--- config.mk ---
export PLATFORM = sky130hd
export DESIGN_NAME = control_sequencer
export DESIGN_NICKNAME = d
export VERILOG_FILES = /design/src/rtl/cpu_ctrl_pkg.sv /design/src/rtl/control_sequencer_microcode_rom.sv /design/src/rtl/control_sequencer.sv
export SDC_FILE = /design/constraint.sdc
export NUM_CORES = 1
export LEC_CHECK = 0
export CAP_MARGIN = 20
export CORE_MARGIN = 5
export CORE_UTILIZATION = 43
export DETAILED_ROUTE_END_ITERATION = 8
export PLACE_DENSITY_LB_ADDON = 0.25
export SLEW_MARGIN = 20
export SYNTH_ARGS = -nofsm -noshare
export SYNTH_HDL_FRONTEND = slang
export SYNTH_HIERARCHICAL = 1
export SYNTH_SLANG_ARGS = --single-unit
--- constraint.sdc ---
create_clock -name clk -period 2.7 [get_ports clk]
set_input_delay 0.54 -clock clk [delete_from_list [all_inputs] [get_ports clk]]
set_output_delay 0.54 -clock clk [all_outputs]
set_load 0.01 [all_outputs]
--- src/rtl/cpu_ctrl_pkg.sv ---
// Shared definitions for the 8-bit CPU control sequencer.
//   - opcode_e      : 4-bit instruction opcodes (IR high nibble)
//   - CTRL_*        : bit positions inside the 16-bit control word
//   - seq_state_e   : sequencer RUN/HALTED state encoding
//   - NUM_STEPS     : T-states per instruction
//   - ctrl_bit()    : one-hot control word with a single line asserted
package cpu_ctrl_pkg;

  localparam int unsigned NUM_STEPS = 5;
  localparam int unsigned OPCODE_W  = 4;
  localparam int unsigned CTRL_W    = 16;
  localparam int unsigned STEP_W    = 3;

  typedef enum logic [OPCODE_W-1:0] {
    OP_NOP = 4'h0,
    OP_LDA = 4'h1,
    OP_ADD = 4'h2,
    OP_SUB = 4'h3,
    OP_STA = 4'h4,
    OP_LDI = 4'h5,
    OP_JMP = 4'h6,
    OP_JC  = 4'h7,
    OP_JZ  = 4'h8,
    OP_OUT = 4'hE,
    OP_HLT = 4'hF
  } opcode_e;

  localparam int unsigned CTRL_HLT = 15;
  localparam int unsigned CTRL_MI  = 14;
  localparam int unsigned CTRL_RI  = 13;
  localparam int unsigned CTRL_RO  = 12;
  localparam int unsigned CTRL_IO  = 11;
  localparam int unsigned CTRL_II  = 10;
  localparam int unsigned CTRL_AI  = 9;
  localparam int unsigned CTRL_AO  = 8;
  localparam int unsigned CTRL_EO  = 7;
  localparam int unsigned CTRL_SU  = 6;
  localparam int unsigned CTRL_BI  = 5;
  localparam int unsigned CTRL_OI  = 4;
  localparam int unsigned CTRL_CE  = 3;
  localparam int unsigned CTRL_CO  = 2;
  localparam int unsigned CTRL_J   = 1;
  localparam int unsigned CTRL_FI  = 0;

  typedef enum logic {
    SEQ_RUN    = 1'b0,
    SEQ_HALTED = 1'b1
  } seq_state_e;

  function automatic logic [CTRL_W-1:0] ctrl_bit(input int unsigned idx);
    ctrl_bit = {{(CTRL_W-1){1'b0}}, 1'b1} << idx;
  endfunction

endpackage

--- src/rtl/control_sequencer_microcode_rom.sv ---
// Combinational microcode ROM for the 8-bit CPU.
// Ports:
//   step   in  3   current T-state (0..4)
//   opcode in  4   instruction register high nibble
//   carry  in  1   registered carry flag (used by JC at T2)
//   zero   in  1   registered zero flag (used by JZ at T2)
//   word   out 16  raw control word for this step/opcode/flags
// T0/T1 are the common fetch and ignore the opcode; unused opcodes
// execute as NOP.
module microcode_rom
  import cpu_ctrl_pkg::*;
(
  input  logic [STEP_W-1:0]   step,
  input  logic [OPCODE_W-1:0] opcode,
  input  logic                carry,
  input  logic                zero,
  output logic [CTRL_W-1:0]   word
);

  always_comb begin
    word = '0;
    case (step)
      3'd0: word = ctrl_bit(CTRL_CO) | ctrl_bit(CTRL_MI);
      3'd1: word = ctrl_bit(CTRL_RO) | ctrl_bit(CTRL_II) | ctrl_bit(CTRL_CE);
      3'd2: begin
        case (opcode)
          OP_LDA, OP_ADD, OP_SUB, OP_STA:
            word = ctrl_bit(CTRL_IO) | ctrl_bit(CTRL_MI);
          OP_LDI: word = ctrl_bit(CTRL_IO) | ctrl_bit(CTRL_AI);
          OP_JMP: word = ctrl_bit(CTRL_IO) | ctrl_bit(CTRL_J);
          OP_JC:  word = carry ? (ctrl_bit(CTRL_IO) | ctrl_bit(CTRL_J)) : '0;
          OP_JZ:  word = zero  ? (ctrl_bit(CTRL_IO) | ctrl_bit(CTRL_J)) : '0;
          OP_OUT: word = ctrl_bit(CTRL_AO) | ctrl_bit(CTRL_OI);
          OP_HLT: word = ctrl_bit(CTRL_HLT);
          default: word = '0;
        endcase
      end
      3'd3: begin
        case (opcode)
          OP_LDA:         word = ctrl_bit(CTRL_RO) | ctrl_bit(CTRL_AI);
          OP_ADD, OP_SUB: word = ctrl_bit(CTRL_RO) | ctrl_bit(CTRL_BI);
          OP_STA:         word = ctrl_bit(CTRL_AO) | ctrl_bit(CTRL_RI);
          default:        word = '0;
        endcase
      end
      3'd4: begin
        case (opcode)
          OP_ADD:  word = ctrl_bit(CTRL_EO) | ctrl_bit(CTRL_AI) | ctrl_bit(CTRL_FI);
          OP_SUB:  word = ctrl_bit(CTRL_EO) | ctrl_bit(CTRL_AI) | ctrl_bit(CTRL_SU)
                        | ctrl_bit(CTRL_FI);
          default: word = '0;
        endcase
      end
      default: word = '0;
    endcase
  end

endmodule

--- src/rtl/control_sequencer.sv ---
// Fetch/decode/execute control sequencer for the 8-bit CPU.
// Ports:
//   clk         in  1   rising-edge clock
//   rst         in  1   asynchronous active-low reset
//   run_mode    in  1   1 = free-run, 0 = single-step
//   step_req    in  1   synchronised step pulse (single-step mode)
//   opcode      in  4   instruction register high nibble
//   carry_flag  in  1   registered carry flag
//   zero_flag   in  1   registered zero flag
//   ctrl        out 16  control word (HLT MI RI RO IO II AI AO EO SU BI OI CE CO J FI)
//   pc_count_en out 1   ctrl[CE], PC count enable
//   pc_jump     out 1   ctrl[J], PC jump
//   step        out 3   current T-state
//   halted      out 1   high while halted
// The control word is gated by advance so a stalled single-step cycle
// has no side effects; downstream registers act on the edge that
// advances the step.
module control_sequencer
  import cpu_ctrl_pkg::*;
#(
  parameter int unsigned NUM_STEPS = cpu_ctrl_pkg::NUM_STEPS,
  parameter int unsigned OPCODE_W  = cpu_ctrl_pkg::OPCODE_W,
  parameter int unsigned CTRL_W    = cpu_ctrl_pkg::CTRL_W
) (
  input  logic                clk,
  input  logic                rst,
  input  logic                run_mode,
  input  logic                step_req,
  input  logic [OPCODE_W-1:0] opcode,
  input  logic                carry_flag,
  input  logic                zero_flag,
  output logic [CTRL_W-1:0]   ctrl,
  output logic                pc_count_en,
  output logic                pc_jump,
  output logic [2:0]          step,
  output logic                halted
);

  seq_state_e          state_q;
  logic [STEP_W-1:0]   step_q;
  logic [CTRL_W-1:0]   rom_word;
  logic                advance;
  logic                last_step;

  microcode_rom u_rom (
    .step   (step_q),
    .opcode (opcode),
    .carry  (carry_flag),
    .zero   (zero_flag),
    .word   (rom_word)
  );

  // rst is folded in so the control word reads zero for the whole time
  // reset is held, not just after the first edge.
  assign advance   = rst && (state_q == SEQ_RUN) && (run_mode || step_req);
  assign last_step = (step_q == STEP_W'(NUM_STEPS - 1));

  assign ctrl        = advance ? rom_word : '0;
  assign pc_count_en = ctrl[CTRL_CE];
  assign pc_jump     = ctrl[CTRL_J];
  assign step        = step_q;
  assign halted      = (state_q == SEQ_HALTED);

  always_ff @(posedge clk or negedge rst) begin
    if (!rst) begin
      state_q <= SEQ_RUN;
      step_q  <= '0;
    end else if (advance) begin
      if (rom_word[CTRL_HLT]) begin
        state_q <= SEQ_HALTED;
        step_q  <= '0;
      end else begin
        step_q  <= last_step ? '0 : step_q + 3'd1;
      end
    end
  end

endmodule

==> impl_metrics.ini <==
[logic_synthesis]
synth_top_family_by_area = simple AND/OR/NAND/NOR gates
synth_top_area_share_pct = 16.0
synth_compound_area_share_pct = 16.0
synth_largest_area_cell = and2_1
synth_area_um2 = 663
ys_seq_area_share_pct = 15.1
synth_cell_type_count = 40
ys_warn_count = 6
synth_nets = 95
synth_xor_area_share_pct = 1.32
avgSynthCellArea_um2 = 7.99
ys_async_sr_fraction_pct = 100
synthMuxAreaShare_pct = 1.70
yosysMostFrequentCell = and2_1
synth-edff-count = 0
synth_top_flop_cell = dfrtp_1
synthTopCellsByArea = and2_1 16%, dfrtp_1 15%, buf_4 6.8%
synthAdderAreaFrac_pct = 3.77
syn_inst = 83
ys_ff_latch = 4
yosys-top-cells-count = 17 x and2_1, 6 x buf_4, 6 x nor2_1, 4 x dfrtp_1, 4 x inv_1
synthSimpleGateAreaFrac_pct = 48.9

[timing]
drv_slew = 0
slew_headroom_pct = 74.8
fin_ws_ps = 84.6
hold_violations = 0
period_needed_ps = 2620
worst_slew_pin_slew_ps = 368
rsz0062_at_grt = no
fin_skew_ps = 9.17
finalCritPeriodShare_pct = 96.9
setup_viol = 0
fmax_mhz = 382

[drt]
num_vias = 690
ant_nets = 0
drc_errors = 0
wl_per_cell_um = 12.9
drt-total-wl_um = 1690
dr.pass1.iters = 4
drtIter0Drc = 12
avgViaCountPerCell = 5.27

[power]
p_clk_share_pct = 12.8
ir_drop_v = 0.000459
p_int_uw = 339
powerDensity_nw_per_um2 = 587
power_frac_comb_pct = 59.5
p_leak_nw = 0.430
switching_share_pct = 41.8
p_sw_uw = 244
seqPwrFrac_pct = 27.7

[cts]
cts-root-buf = clkbuf_4
hold_buffers = 0
clock_insertion_delay_worst_skew_ps = 240
cts-htree-levels = 1
numCtsBuffers = 3
cts_tree = done
path_clk_slew_ps = 30
cts.sinks = 4
cts.path.max_buffers = 2

[floorplanning]
dieHeight_um = 49.3
io_pins = 32
start_util_pct = 44.5
die-area_um2 = 2430
num_rows = 14
core-area_um2 = 1490
fp.dieW_um = 49.3

[worst_hold_path]
hold_path.class = reg -> reg
hold_path.startpoint = halted
hold_depth = 1
hold_end = halted

[run_status]
outcome = finished clean

[finish]
diodes = 0
instances_no_fill = 131
drive_above_1_share_pct = 22.6
syn_to_final_growth_pct = 49.8
nets = 129

[critical_path]
timing.rr.start = step[1]
crit_arrival_ps = 2080
critical-path-slowest-cell = clkdlybuf4s50_1
reg2reg_setup_slack_ps = 990
crit_chain = clkdlybuf4s50_1 -> nand2b_4 -> nor2_4 -> and2_1 -> clkdlybuf4s50_1
crit_path_end_kind = primary output
cp.required_ps = 2160
cpMostUsedCell = clkdlybuf4s50_1
rr_endpoint = step[2]
path_class = in -> out
critPathMaxStageDelay_ps = 540
crit_fanout = 9
startpoint_type = primary input
reg2reg_depth = 6

[placement]
dp_slack_ps = -209
io_buffers = 31
dp_hpwl_um = 1240
dp.cells = 127
place.gp.congestion = 0.820

[global_route]
grt_pass1_vias = 663
grt_max_degree = 18
track_usage_pct = 13.3
grt_pass1_wl_um = 2650
antenna_found_initial = 0
grt_remaining_overflow = 0

[flow_run]
cap_violations = 0
what timing repair did:
action	CTS	global route
gates resized for setup	4	8
endpoints found under the setup margin	16	16
setup buffers	0	0
pin swaps	1	2
gates cloned	0	1
final cells by class:
class	instances	area (um2)
fill	139	495
multi-input combinational	67	492
timing repair buffer	37	343
sequential	4	101
clock buffer	3	22.5
tap	16	20.0
inverter	4	15.0
critical path, delay by kind of cell:
| family | cells | cell delay [ps] |
|---|---|---|
| buf+inv | 2 | 1060 |
| simple gates | 3 | 470 |
worst max path at each step:
stage	slack, ps	from	endpoint	cells past startpoint
4_1_cts	10	rst	pc_count_en	5
3_5_place_dp	-210	opcode[1]	ctrl[11]	6
6_report	80	rst	pc_count_en	5
2_1_floorplan	750	opcode[1]	ctrl[1]	6
3_3_place_gp	-190	opcode[1]	ctrl[8]	6
5_1_grt	5	opcode[2]	ctrl[11]	6
flip-flops by register name (all words and copies together), names as in the netlist:
signal and count:
halted 1, step 3
logic make-up after synthesis:
| kind of cell | Yosys count |
|---|---|
| fa+ha+maj | 2 |
| simple gates | 47 |
| xor+xnor | 1 |
| mux | 1 |
| flops | 4 |
| buf+inv | 13 |
| compound gates | 15 |
layer usage:
| layer | wire length, um | GRT usage, % | up-vias |
|---|---|---|---|
| met1 | 733 | 14.4 | 309 |
| met2 | 826 | 23.6 | 29 |
| met4 | 0 | 3.59 | 0 |
| met5 | 0 | 0 | - |
| li1 | - | - | 352 |
| met3 | 129 | 4.89 | 0 |
through the flow:
step                      cell area [um2]  hold slack, ps  power, mW  setup TNS, ps  utilization, %
after floorplan                       663             244      0.372              0               -
after global placement                966             477      0.492          -1430            64.9
after detailed placement              966             481      0.501          -1700            64.9
after CTS                             983             493      0.577              0            66.1
after global routing                  993             522      0.638              0            66.7
final                                 993             491      0.583              0            66.7
cells in the final DEF (no fill, tap or decap), drive strengths merged:
cell type,Yosys,routed
dlygate4sd2,0,2
mux2,1,1
or2,2,2
o31a,1,1
nor4b,2,2
a41o,1,1
a211o,1,1
and2b,1,1
inv,4,4
nor3b,1,1
nand3,1,1
a21oi,3,3
nand2b,3,3
a21o,1,1
o2111ai,1,1
clkdlybuf4s50,0,27
ha,2,2
or2b,1,1
a21boi,1,1
clkbuf,1,5
nand2,1,1
xor2,1,1
and2,17,17
nor2,7,8
a2111oi,1,1
and4,2,2
o21a,1,1
and3b,1,1
nor3,3,3
nor4bb,1,1
nor4,1,1
and3,3,3
o31ai,1,1
buf,8,6
o21ai,3,3
dfrtp,4,4
power groups by stage:
| stage | Sequential, mW | Clock, mW | Combinational (mW) |
|---|---|---|---|
| after detailed placement | 0.159 | 0 | 0.342 |
| after global routing | 0.174 | 0.0835 | 0.381 |
| after floorplan | 0.143 | 0 | 0.228 |
| after global placement | 0.161 | 0 | 0.331 |
| final | 0.162 | 0.0746 | 0.347 |
| after CTS | 0.160 | 0.0760 | 0.342 |
Note: power is estimated with default switching activity, not from simulation.
